<file path="config.mk">
export PLATFORM = sky130hd
export DESIGN_NAME = mux2_rr_sel_ctrl
export DESIGN_NICKNAME = d
export VERILOG_FILES = /design/src/rtl/mux_ctrl_pkg.sv /design/src/rtl/mux2_out_reg.sv /design/src/rtl/mux2_rr_sel_ctrl.sv
export SDC_FILE = /design/constraint.sdc
export NUM_CORES = 1
export LEC_CHECK = 0
export BUFFER_PORTS_ARGS = -buffer_cell sky130_fd_sc_hd__buf_2
export CAP_MARGIN = 20
export CORE_MARGIN = 2
export CORE_UTILIZATION = 31
export CTS_BUF_LIST = sky130_fd_sc_hd__clkbuf_8
export CTS_CLUSTER_DIAMETER = 40
export DETAILED_ROUTE_END_ITERATION = 12
export GPL_TIMING_DRIVEN = 0
export REMOVE_ABC_BUFFERS = 1
export SYNTH_ARGS = -nofsm -noshare
export SYNTH_HDL_FRONTEND = slang
export SYNTH_HIERARCHICAL = 1
export SYNTH_SLANG_ARGS = --single-unit
</file>
<file path="constraint.sdc">
create_clock -name clk -period 4.36 [get_ports clk]
set_input_delay 0.218 -clock clk [delete_from_list [all_inputs] [get_ports clk]]
set_output_delay 0.218 -clock clk [all_outputs]
set_load 0.02 [all_outputs]
</file>
<file path="src/rtl/mux_ctrl_pkg.sv">
// Shared types and select encodings for the 2:1 mux controller.
package mux_ctrl_pkg;

    typedef enum logic [1:0] {
        IDLE  = 2'd0,
        OWN_X = 2'd1,
        OWN_Y = 2'd2
    } state_t;

    localparam logic SEL_X = 1'b0;
    localparam logic SEL_Y = 1'b1;

endpackage

</file>
<file path="src/rtl/mux2_out_reg.sv">
// One-entry valid/ready output register holding the beat taken through the mux.
module mux2_out_reg
    import mux_ctrl_pkg::*;
#(
    parameter int unsigned WIDTH = 2
) (
    input  logic             clk,
    input  logic             rst_n,
    input  logic             load,
    input  logic [WIDTH-1:0] data_in,
    input  logic             d_ready,
    output logic [WIDTH-1:0] d_out,
    output logic             d_valid,
    output logic             space_c
);

    // Entry can take a new beat when empty or being drained this cycle.
    assign space_c = !d_valid || d_ready;

    // Load overrides drain so accept+drain keeps the entry full with new data.
    always_ff @(posedge clk or negedge rst_n) begin
        if (!rst_n) begin
            d_out   <= '0;
            d_valid <= 1'b0;
        end else if (load) begin
            d_out   <= data_in;
            d_valid <= 1'b1;
        end else if (d_ready) begin
            d_valid <= 1'b0;
        end
    end

endmodule

</file>
<file path="src/rtl/mux2_rr_sel_ctrl.sv">
// Round-robin, burst-limited arbiter driving the 2:1 mux select, with a
// registered output stage for the mux result.
module mux2_rr_sel_ctrl
    import mux_ctrl_pkg::*;
#(
    parameter int unsigned WIDTH     = 2,
    parameter int unsigned BURST_LEN = 4
) (
    input  logic             clk,
    input  logic             rst_n,
    input  logic             X_VALID,
    output logic             X_READY,
    input  logic             Y_VALID,
    output logic             Y_READY,
    output logic             S,
    input  logic [WIDTH-1:0] O_IN,
    output logic [WIDTH-1:0] D_OUT,
    output logic             D_VALID,
    input  logic             D_READY
);

    localparam int unsigned CNT_W = $clog2(BURST_LEN + 1);
    localparam logic [CNT_W-1:0] LAST_BEAT = CNT_W'(BURST_LEN - 1);

    state_t           state_q, state_d;
    logic             sel_q, sel_d;
    logic             last_q, last_d;
    logic [CNT_W-1:0] cnt_q, cnt_d;
    logic             space_c;
    logic             owner_valid_c;
    logic             accept_c;

    // Ready is granted only to the owner and only when the output entry has room.
    assign X_READY       = (state_q == OWN_X) && space_c;
    assign Y_READY       = (state_q == OWN_Y) && space_c;
    assign owner_valid_c = (state_q == OWN_X) ? X_VALID : Y_VALID;
    assign accept_c      = (X_VALID && X_READY) || (Y_VALID && Y_READY);
    assign S             = sel_q;

    // Arbiter state, select, last owner and burst counter registers.
    always_ff @(posedge clk or negedge rst_n) begin
        if (!rst_n) begin
            state_q <= IDLE;
            sel_q   <= SEL_X;
            last_q  <= SEL_Y;
            cnt_q   <= '0;
        end else begin
            state_q <= state_d;
            sel_q   <= sel_d;
            last_q  <= last_d;
            cnt_q   <= cnt_d;
        end
    end

    // Next-state: arbitrate in IDLE, count beats and release while owned.
    always_comb begin
        state_d = state_q;
        sel_d   = sel_q;
        last_d  = last_q;
        cnt_d   = cnt_q;
        case (state_q)
            IDLE: begin
                if (X_VALID && (!Y_VALID || last_q == SEL_Y)) begin
                    state_d = OWN_X;
                    sel_d   = SEL_X;
                end else if (Y_VALID) begin
                    state_d = OWN_Y;
                    sel_d   = SEL_Y;
                end
            end
            OWN_X, OWN_Y: begin
                if ((accept_c && cnt_q == LAST_BEAT) || (!accept_c && !owner_valid_c)) begin
                    state_d = IDLE;
                    last_d  = sel_q;
                    cnt_d   = '0;
                end else if (accept_c) begin
                    cnt_d = cnt_q + CNT_W'(1);
                end
            end
            default: begin
                state_d = IDLE;
                cnt_d   = '0;
            end
        endcase
    end

    mux2_out_reg #(
        .WIDTH (WIDTH)
    ) u_out_reg (
        .clk     (clk),
        .rst_n   (rst_n),
        .load    (accept_c),
        .data_in (O_IN),
        .d_ready (D_READY),
        .d_out   (D_OUT),
        .d_valid (D_VALID),
        .space_c (space_c)
    );

endmodule

</file>
---- After elaboration in Yosys (flattened, before gate mapping) ----
Index checks and enable logic that the tools add are counted.
storage, ports and cells
  bits in registers ....................... 10
  bits in latches ......................... 0
  memory bits (writable) .................. 0
  ROM bits ................................ 0
  output and inout bits ................... 6
  logic and storage cells ................. 49
  memories ................................ 0
operators by class
  add/sub/neg operators ................... 1
  multiply operators ...................... 0
  div/mod/pow operators ................... 0
  $lt $le $gt $ge ......................... 0
  eq/ne operators ......................... 6
  shift operators ......................... 0
  mux-type cells .......................... 12
  bitwise operators ....................... 1
  reductions and logical operators ........ 23
operator list
  cell                                                             count
  2-bit AND reduction                                              4
  1-bit logical AND                                                7
  2-bit 2-to-1 mux                                                 3
  3-bit 2-to-1 mux                                                 2
  3-bit != test, second input constant                             2
  3-bit one-hot mux with 2 select lines                            1
  1-bit 2-to-1 mux                                                 5
  1-bit zero test                                                  4
  1-bit logical OR                                                 4
  2-bit one-hot mux with 2 select lines                            1
  2-bit nonzero test                                               2
  3-bit by 1-bit adder with 3-bit output, second input constant    1
  3-bit by 2-bit == test with 1-bit output, second input constant  1
  2-bit by 1-bit == test with 1-bit output, second input constant  1
  2-bit == test, second input constant                             1
  2-bit zero test                                                  1
  2-bit != test, second input constant                             1
  2-bit OR reduction                                               1
  1-bit NOT                                                        1

---- Logic depth before layout (Yosys ltp) ----
  word-level depth ........................ 10
  depth in mapped cells ................... 6
  mapped depth without buffers ............ 6

---- Cells and area by module ----
The synthesis kept the hierarchy.
by module, submodules not included
  module            instances  cells an instance  area each (um^2)  seq. area each (um^2)
  mux2_rr_sel_ctrl  1          51                 503.0             176.4
  mux2_out_reg      1          7                  112.6             75.1

---- Least setup slack after synthesis ----
OpenSTA, ideal clock, no wires.
  kind .................................... flip-flop to flip-flop
  start point ............................. reg state_q[1]
  end point ............................... reg state_q[0]
  setup time .............................. 0.121 ns
  arrival time ............................ 1.601 ns
  path slack .............................. 2.638 ns
  cell stages (with the launch flop) ...... 7
  period minus slack after synthesis ...... 1.722 ns
  cell sequence ........................... dfrtp_1 inv_1 ha_1 mux2i_2 o32ai_1 a211o_1 a22o_1
between the ends
  word-level cells in the longest chain between the ends .. 9
  elaborated cells between the ends (all ways) .. 19
  classes of those cells .................. eq/ne: 4; mux: 2; reduce/logical: 13
ends and longest elaborated chain
  what                                                                              RTL line                                        RTL
  start: declaration                                                                mux2_rr_sel_ctrl.sv:25                          state_t state_q, state_d;
  start signal: assignment                                                          mux2_rr_sel_ctrl.sv:48                          state_q <= state_d;
  2-bit by 1-bit == test with 1-bit output / 2-bit == test (equally long branches)  --
  1-bit logical AND, on equally long branches                                       mux2_rr_sel_ctrl.sv:34, mux2_rr_sel_ctrl.sv:35
  1-bit logical AND                                                                 mux2_rr_sel_ctrl.sv:37                          assign accept_c = (X_VALID && X_READY) || (Y_VALID && Y_READY);
  1-bit logical OR                                                                  mux2_rr_sel_ctrl.sv:37
  1-bit zero test                                                                   mux2_rr_sel_ctrl.sv:72                          if ((accept_c && cnt_q == LAST_BEAT) || (!accept_c && !owner_valid_c)) begin
  1-bit logical AND                                                                 mux2_rr_sel_ctrl.sv:72
  1-bit logical OR                                                                  mux2_rr_sel_ctrl.sv:72
  2-bit != test (no line)                                                           --
  2-bit AND reduction (no line)                                                     --
Several ways; a longest one is shown, not always the timed one.
A chain may end at the register's enable or synchronous reset.

---- Final worst setup path ----
  start point ............................. reg state_q[1]
  end point ............................... reg state_q[1]
The elaborated chain is that of the path after synthesis.

==> results.md <==
- Distinct cells, synth: 28
- Post-synthesis cell area: 616 µm²
- Final cycle utilization of the critical path: around 43%
- Synth warn: 6
- Die width: around 50 µm
- Prevailing post-synth register cell: dfrtp_1
- Core ar.: 1920 µm²
- Switching power: approximately 0.00021 W
- CTS tree: built
- First-pass GRT wire length: roughly 2.0 mm
- Crit Path Class: reg -> reg
- Placer Congestion: 0.743
- Status: finished clean
- CP delay by family, top: compound AO/OA/AOI/OAI gates
- Fin. Hold Viols: 0
- Hold Path Depth: 2
- Yosys reg bits: 10
- Area share of fa/ha/maj cells after synthesis: roughly a tenth
- Worst hold start: O_IN[1]
- Reg clk slew, reported paths: 0.05 ns
- Switching share of power: between 40% and 50%
- Main combinational cell family by area after synthesis: compound AO/OA/AOI/OAI gates
- Filler cell count: between 200 and 250
- Post-synth EDFFs: 0
- Syn-to-layout area delta: 24.2%
- Vias in the first global route: 462
- Maximum vdd drop: between 300 and 400 µV
- I/O pins: 13
- Post-Synth XOR/XNOR Area: 0%
- Port buffer count: 12
- Commonest non-fill, non-tap cell in the layout: buf_2
- Root Buffer: clkbuf_8
- Slack of the critical path: between 2 and 3 ns
- Clk sinks: 10
- CP max stage delay: just under 0.4 ns
- Via count: 479
- Commonest cells after routing, fill and taps aside: buf_2 (12), dfrtp_1 (9), inv_1 (8), nand2_1 (5), ha_1 (5)
- Reg power frac: approximately 31%
- DP Worst Slack: ~2.5 ns
- Initial DRC Count: 7
- R2r startpoint: state_q[1]$_DFFE_PN0P_
- Final Critical Period: ~1.9 ns
- Post-CTS setup buffer count: 0
- Post-synthesis sequential area ratio: 40.9%
- Post-synthesis simple-gate area fraction: approximately 15%
- Initial antenna violation count: 0
- Clock share of power: a little under a fifth
- Die Ht: 48.6 µm
- RSZ-0062 raised after global routing: no
- Worst r2r path cells: 6
- CTS H-Tree Depth: 1
- P_int: between 0.0003 and 0.0004 W
- Mean Syn Cell Area: between 10 and 15 µm²
- Starting density of the core: roughly 32%
- Antenna Cells: 0
- Leakage power: approximately 0.36 nW
- Worst EP arrival: between 1.5 and 2 ns
- Setup TNS: 0 ns
- Max Buffers Root-to-Sink: 2
- Drt wl/cell: roughly 11 µm
- Worst-Margin Slew: about 0.47 ns
- Layout cells sized above 1: between 30% and 40%
- CP startpoint kind: flip-flop
- Synth Area in Compound Gates: between 20% and 30%
- Final setup violating endpoints: 0
- Max_cap viols: 0
- Crit-path max FO: 5
- Critical path, cell by cell: inv_1, ha_1, mux2i_2, o32ai_1, a211o_1, a22o_1
- WP buf/inv: 1
- Final nets: 88
- Post-synthesis async set-or-reset flop share: 100%
- Mux cell area share after synthesis: 7.72%
- Critical Path Source: state_q[1]$_DFFE_PN0P_
- Final Slew Violations: 0
- Relative slew slack: between 60% and 70%
- Hold slack: about 0.22 ns
- Cts repair resizes: 0
- Detail Placement HPWL: between 800 and 900 µm
- Critical Path End Type: flip-flop
- HP Class: in -> reg
- Hold Buf Count CTS: 1
- # rows: 16
- Critical Path RT: 4.48 ns
- Clock skew: approximately 0.00048 ns
- Drt pass-1 iters: 6
- WL final: about 1.1 mm
- Pwr Density: a little under 700 nW/µm²
- Hold Path End: u_out_reg/d_out[1]$_DFFE_PN0P_
- R2r setup slk: between 2 and 3 ns
- Largest net degree at the start of global routing: 11
- Number of CTS-inserted buffers: 3
- Cells after Synth: 58
- Worst R2R End: state_q[1]$_DFFE_PN0P_
- Vias per inst: around 4.7
- Die area: about 2400 µm²
- Combinational share of power: between 50 and 60%
- CP max stage cell: dfrtp_1
- Clock Latency Late Sink: ~0.23 ns
- Gr usage total: between 10% and 20%
- DRT antenna net count: 0
- Max Fclk: roughly 540 MHz
- Post-route DRC violation count: 0
- Grt ovf: 0
-- registers in the layout, indices dropped and copies added, names as in the netlist --
register	cells
u_out_reg/d_valid	1
cnt_q	3
S	1
u_out_reg/d_out	2
last_q	1
state_q	2
-- metal layers --
layer  wire length, µm  track usage [%]
met1               502             13.3
met2               535             17.6
met3                22             2.78
met4                27             11.4
met5                 0                0
-- worst max-delay path by stage --
stage,end,slack [ns],cells past startpoint
finish,state_q[1]$_DFFE_PN0P_,2.50,6
global route,state_q[1]$_DFFE_PN0P_,2.38,6
floorplan,state_q[0]$_DFFE_PN0P_,2.64,6
detailed placement,state_q[1]$_DFFE_PN0P_,2.48,6
CTS,state_q[1]$_DFFE_PN0P_,2.48,6
global placement,state_q[1]$_DFFE_PN0P_,2.50,6
-- cells in the mapped netlist, drive strengths merged (2+ instances only) --
cell	number	area (µm²)
ha	5	62.6
and2	2	13.8
o21ai	3	15.0
o31ai	3	36.3
a22o	2	17.5
dfrtp	9	225
mux2	3	33.8
inv	7	26.3
nand2b	3	21.3
nor2	2	7.51
nor3	2	10.0
nand2	5	18.8
-- stage by stage --
step | utilization (%) | cells | instance area (µm²) | total power, W
floorplan | - | 58 | 616 | 0.000363
global placement | 36.9 | 97 | 709 | 0.000427
detailed placement | 36.9 | 97 | 709 | 0.000430
CTS | 39.8 | 102 | 764 | 0.000528
global route | 39.8 | 102 | 764 | 0.000573
finish | 39.8 | 102 | 764 | 0.000521
-- kinds of logic (layout without fill, tap and decap cells) --
family,count (synthesis),in the layout
AOI/OAI and AO/OA,16,16
and+or+nand+nor,16,16
DFF,10,10
buffers and inverters,7,24
adders and majority gates,5,5
muxes,4,4
-- area by class of cell --
class                      instances  area [µm²]  share of cell area [%]
inverter                           7        26.3                    3.44
clock inverter                     1        3.75                   0.491
timing repair buffer              13        70.1                    9.17
tap                               27        33.8                    4.42
multi-input combinational         41         338                    44.2
sequential                        10         251                    32.9
clock buffer                       3        41.3                    5.40
-- power by group through the flow --
stage,Combinational (W),Clock [W],Sequential (W)
after floorplan,0.000182,0,0.000181
after global placement,0.000268,0,0.000159
after detailed placement,0.000267,0,0.000162
after CTS,0.000269,0.0000985,0.000161
after global routing,0.000301,0.000106,0.000166
final,0.000266,0.0000960,0.000159
Note: power is estimated with default switching activity, not from simulation.
